$ cat src/rtl/rca_slice_sequencer.sv
// Multi-cycle adder: adds two N-bit operands through one SLICE_W-bit ripple-carry
// slice, least-significant slice first, with the inter-slice carry held in a register.
module rca_slice_sequencer #(
    parameter int SLICE_W = 4,
    parameter int SLICES  = 4
) (
    input  logic                       clk,
    input  logic                       rst_n,
    input  logic                       start,
    input  logic [SLICE_W*SLICES-1:0]  a,
    input  logic [SLICE_W*SLICES-1:0]  b,
    input  logic                       cin,
    output logic                       busy,
    output logic                       done,
    output logic [SLICE_W*SLICES-1:0]  sum,
    output logic                       cout,
    output logic                       overflow
);

    localparam int N     = SLICE_W * SLICES;
    localparam int IDX_W = (SLICES > 1) ? $clog2(SLICES) : 1;

    typedef enum logic [1:0] {
        IDLE = 2'd0,
        RUN  = 2'd1,
        DONE = 2'd2
    } state_t;

    state_t             state;
    state_t             state_next;
    logic [IDX_W-1:0]   idx;
    logic [N-1:0]       a_q;
    logic [N-1:0]       b_q;
    logic               carry_q;
    logic [N-1:0]       sum_q;
    logic               cout_q;
    logic               overflow_q;

    logic               accept;
    logic               last_slice;
    int                 base;
    logic [SLICE_W-1:0] slice_a;
    logic [SLICE_W-1:0] slice_b;
    logic [SLICE_W-1:0] slice_sum;
    logic               slice_cout;
    logic               msb_carry_in;

    assign accept     = start && (state == IDLE || state == DONE);
    assign last_slice = (idx == IDX_W'(SLICES - 1));

    // NOTE: sequential state uses non-blocking assignments so every register
    // samples pre-edge values, independent of statement order.
    always_ff @(posedge clk or negedge rst_n) begin
        if (!rst_n) begin
            state <= IDLE;
        end else begin
            state <= state_next;
        end
    end

    // NOTE: defaulting state_next before the case keeps this purely combinational
    // (an unassigned path would infer a latch).
    always_comb begin
        state_next = state;
        unique case (state)
            IDLE:    state_next = start ? RUN : IDLE;
            RUN:     state_next = last_slice ? DONE : RUN;
            DONE:    state_next = start ? RUN : IDLE;
            default: state_next = IDLE;
        endcase
    end

    always_comb begin
        busy = (state == RUN);
        done = (state == DONE);
    end

    // The shared slice adder; carry into the MSB is recovered from the sum bit.
    always_comb begin
        base                    = int'(idx) * SLICE_W;
        slice_a                 = a_q[base +: SLICE_W];
        slice_b                 = b_q[base +: SLICE_W];
        {slice_cout, slice_sum} = {1'b0, slice_a} + {1'b0, slice_b}
                                  + {{SLICE_W{1'b0}}, carry_q};
        msb_carry_in            = slice_a[SLICE_W-1] ^ slice_b[SLICE_W-1]
                                  ^ slice_sum[SLICE_W-1];
    end

    // NOTE: operand and carry registers are reset too, so no X can reach the
    // adder even if RUN were entered without a prior capture.
    always_ff @(posedge clk or negedge rst_n) begin
        if (!rst_n) begin
            idx        <= '0;
            a_q        <= '0;
            b_q        <= '0;
            carry_q    <= 1'b0;
            sum_q      <= '0;
            cout_q     <= 1'b0;
            overflow_q <= 1'b0;
        end else if (accept) begin
            idx     <= '0;
            a_q     <= a;
            b_q     <= b;
            carry_q <= cin;
        end else if (state == RUN) begin
            sum_q[base +: SLICE_W] <= slice_sum;
            carry_q                <= slice_cout;
            if (last_slice) begin
                idx        <= '0;
                cout_q     <= slice_cout;
                overflow_q <= msb_carry_in ^ slice_cout;
            end else begin
                idx <= idx + 1'b1;
            end
        end
    end

    assign sum      = sum_q;
    assign cout     = cout_q;
    assign overflow = overflow_q;

endmodule

$ cat config.mk
export PLATFORM = sky130hd
export DESIGN_NAME = rca_slice_sequencer
export DESIGN_NICKNAME = d
export VERILOG_FILES = /design/src/rtl/rca_slice_sequencer.sv
export SDC_FILE = /design/constraint.sdc
export NUM_CORES = 1
export LEC_CHECK = 0
export BUFFER_PORTS_ARGS = -buffer_cell sky130_fd_sc_hd__clkbuf_2
export CAP_MARGIN = 20
export CORE_MARGIN = 3
export CORE_UTILIZATION = 56
export DETAILED_ROUTE_END_ITERATION = 6
export PLACE_DENSITY = 0.79
export SYNTH_ARGS = -nofsm -noshare
export SYNTH_HDL_FRONTEND = slang
export SYNTH_SLANG_ARGS = --single-unit
$ cat constraint.sdc
create_clock -name clk -period 4.1 [get_ports clk]
set_input_delay 0.615 -clock clk [delete_from_list [all_inputs] [get_ports clk]]
set_output_delay 0.615 -clock clk [all_outputs]
set_load 0.02 [all_outputs]
==> metrics.md <==
| Metric | Value |
|---|---|
| Slowest-stage cell, CP | dfrtp_1 |
| Post-synth EDFFs | 0 |
| Post-Syn Area | roughly 0.0027 sq mm |
| Vias/cell | approximately 5.6 |
| Depth of the worst register-to-register path | 7 |
| Synthesis-to-layout area growth | 13.4% |
| Hold Worst Slack | roughly 420 ps |
| Syn Inst Count | 169 |
| CTS Buffer Depth | 2 |
| Register bit total from synthesis | between 50 and 60 |
| Number of global-route vias before repair | 1623 |
| GPL Wtd Cong | slightly above 0.7 |
| Die width | around 75 um |
| Row count | 24 |
| Measured slew at the worst slew-check pin | approximately 800 ps |
| Largest net degree at the start of global routing | 56 |
| Endpoints failing setup | 0 |
| CTS Root Cell | clkbuf_8 |
| Top cells by count, synth | dfrtp_1 (55), mux2_4 (26), a22o_1 (16), ha_1 (9), nand2_1 (9) |
| Crit-path cells | mux4_1, fa_1, fa_1, a21o_1, a21oi_2, xnor2_1, o21ai_1 |
| Antenna violations before repair | 0 |
| Clock latency on the worst-skew pair | 310 ps |
| Die ar. | 0.00564 sq mm |
| Dpl hpwl | between 3000 and 4000 um |
| Initial Utilization | between 50% and 60% |
| Period utilisation layout | approximately 77% |
| Top sig layer | met4 |
| Ports | between 50 and 60 |
| Most numerous cell in the Yosys netlist | dfrtp_1 |
| Gr ovfl total | 0 |
| Worst setup EP type | register |
| CTS tree | done |
| GRT Total Usage | a little under a fifth |
| Drt initial violations | 119 |
| Achievable Freq | about 320 MHz |
| Syn Nets | ~220 |
| CP most frequent cell | fa_1 |
| Final wirelength | 4730 um |
| Reg2Reg Capture Point | overflow |
| First-pass iteration count of the detailed router | 4 |
| Met1 wire length | between 2000 and 2500 um |
| Total number of vias | approximately 1600 |
| Synth area leader | dfrtp_1 |
| Core Region | 0.00447 sq mm |
| Fin nets | roughly 270 |
| H-tree levels | 2 |
| Worst-path fanout max | 16 |
| Required time worst endpoint | between 4000 and 5000 ps |
| Worst hold path type | in -> async |
| Yosys warns | 0 |
| Max Slew Vio Count | 0 |
| Input/output buffers | 55 |
| Met2 WL | ~2400 um |
| CTS Hold Buffers Added | 0 |
| RSZ-0062 raised after global routing | false |
| Tot Pwr | 2830 uW |
| Clock-pin slew on the worst setup and hold paths | 100 ps |
| DRC | 0 |
| Async set or reset register ratio after synthesis | between 90% and 100% |
| Setup TNS | 0 ps |
| Critical Path AT | ~3400 ps |
| Layout cells sized above 1 | about half |
| Reg2Reg Launch Point | idx[0] |
| Share of the yosys chip area belonging to registers | between 50% and 60% |
| Met3 wire length | around 230 um |
| Global-route wire length before repair | a little under 8000 um |
| PwrDens | 934 mW/mm^2 |
| Post-CTS Setup Repair Bufs | 0 |
| Layout Skew | approximately 10 ps |
| Final hold vios | 0 |
| Flop2flop setup slack | between 900 and 1000 ps |
| # clock sinks | 55 |
| Count of max-cap constraint violations | 0 |
| Count of cell types in the netlist | 37 |
| Cells after DPL | 272 |
| Antenna Nets Post-Route | 0 |
| Top cell type's share of synthesized area | 51.4% |
| # fillers | 319 |
| Largest stage delay, worst path | 880 ps |
| Worst slew margin | 46.4% |
| Non-Filler Instances | 280 |
| Fin crit period | about 3200 ps |
| Mean post-synth cell area | 15.8 sq um |
| Largest cells by area after synthesis | dfrtp_1 (51%), mux2_4 (15%), a22o_1 (5.2%) |
| Cts bufs inserted | 5 |
| Main synth FF type | dfrtp_1 |
| DIE HEIGHT | ~75 um |
| Maximum vdd ir drop | about 0.54 mV |
| Setup CP Type | reg -> reg |
| Antenna diode count | 0 |
| Worst setup SP type | register |
| PostCTS Resize Cnt | 0 |
| Wire length per cell | about 17 um |
| Leakage | between 0.0015 and 0.002 uW |
| Status | finished, final reports clean |
report_power, final:
part,switching (uW),leakage (uW),internal [uW]
clock network,173,0.0000477,117
registers,201,0.000684,792
logic,787,0.000780,761
per-layer routing:
layer  up-vias  track usage, %
met2        41            31.1
li1        736               -
met4         0            6.52
met3         8            5.07
met5         -               0
met1       781            24.7
worst max-delay path, delay by kind of cell (launching register included):
kind	cells	cell delay [ps]
AOI/OAI and AO/OA	3	470
xor gates and xnor gates	1	140
adders and majority gates	2	870
DFF	1	880
muxes	1	690
sequential cells by signal (all words and copies together), names as in the netlist:
signal and cells:
a_q 16, idx 2, state 2, cout 1, overflow 1, carry_q 1, b_q 16, sum 16
through the flow:
step	setup WS [ps]	utilization (%)	area (sq um)
floorplan	1530	-	2680
global placement	1040	65.9	2950
detailed placement	917	65.9	2950
CTS	918	67.8	3030
global route	739	67.8	3030
finish	942	67.8	3030
layout make-up:
| type | count | area, sq um | area share (%) |
|---|---|---|---|
| sequential | 55 | 1380 | 45.4 |
| multi-input combinational | 104 | 1200 | 39.6 |
| timing repair buffer | 57 | 290 | 9.57 |
| clock buffer | 5 | 68.8 | 2.27 |
| tap | 52 | 65.1 | 2.15 |
| inverter | 4 | 16.3 | 0.536 |
| clock inverter | 3 | 15.0 | 0.495 |
how the worst max path moves through the flow:
stage,startpoint,end,slack [ps],depth (start not counted)
floorplan,idx[0],overflow,1530,7
global placement,idx[0],overflow,1040,7
detailed placement,idx[0],overflow,920,7
CTS,idx[0],overflow,920,7
global route,idx[0],sum[2],740,6
finish,idx[0],overflow,940,7
cell families (layout without fill, tap and decap cells):
family | after synthesis | in the layout | share of synthesized area, %
AO/OA/AOI/OAI | 27 | 27 | 8.23
XOR/XNOR | 3 | 3 | 0.982
flip-flops | 55 | 55 | 51.4
buffers and inverters | 10 | 69 | 3.84
adder cells (fa/ha/maj) | 11 | 11 | 5.71
multiplexers | 40 | 40 | 24.1
AND/OR/NAND/NOR | 23 | 23 | 5.66
placed cells by master (no fill, tap or decap):
master and count:
and3b_2 1, nor3_1 1, nor4_4 1, nor2_1 3, and3_2 1, nor3_2 1, xor2_1 1, a22o_1 16
a21oi_2 1, clkbuf_2 55, mux4_2 6, clkbuf_8 5, o21bai_1 1, nand2_1 9, ha_1 9, nor2b_4 1
nor2_2 1, a21oi_4 1, dfrtp_1 55, mux2_2 6, inv_2 1, o21ai_0 3, nand2_4 1, inv_1 2
mux4_1 2, and2b_1 1, nand2b_4 1, clkinv_2 4, fa_1 2, mux2_4 26, o21ai_1 1, buf_4 2
a21oi_1 1, xnor2_1 2, nand3_1 1, a22oi_1 1, a21o_1 2
Note: power is estimated with default switching activity, not from simulation.
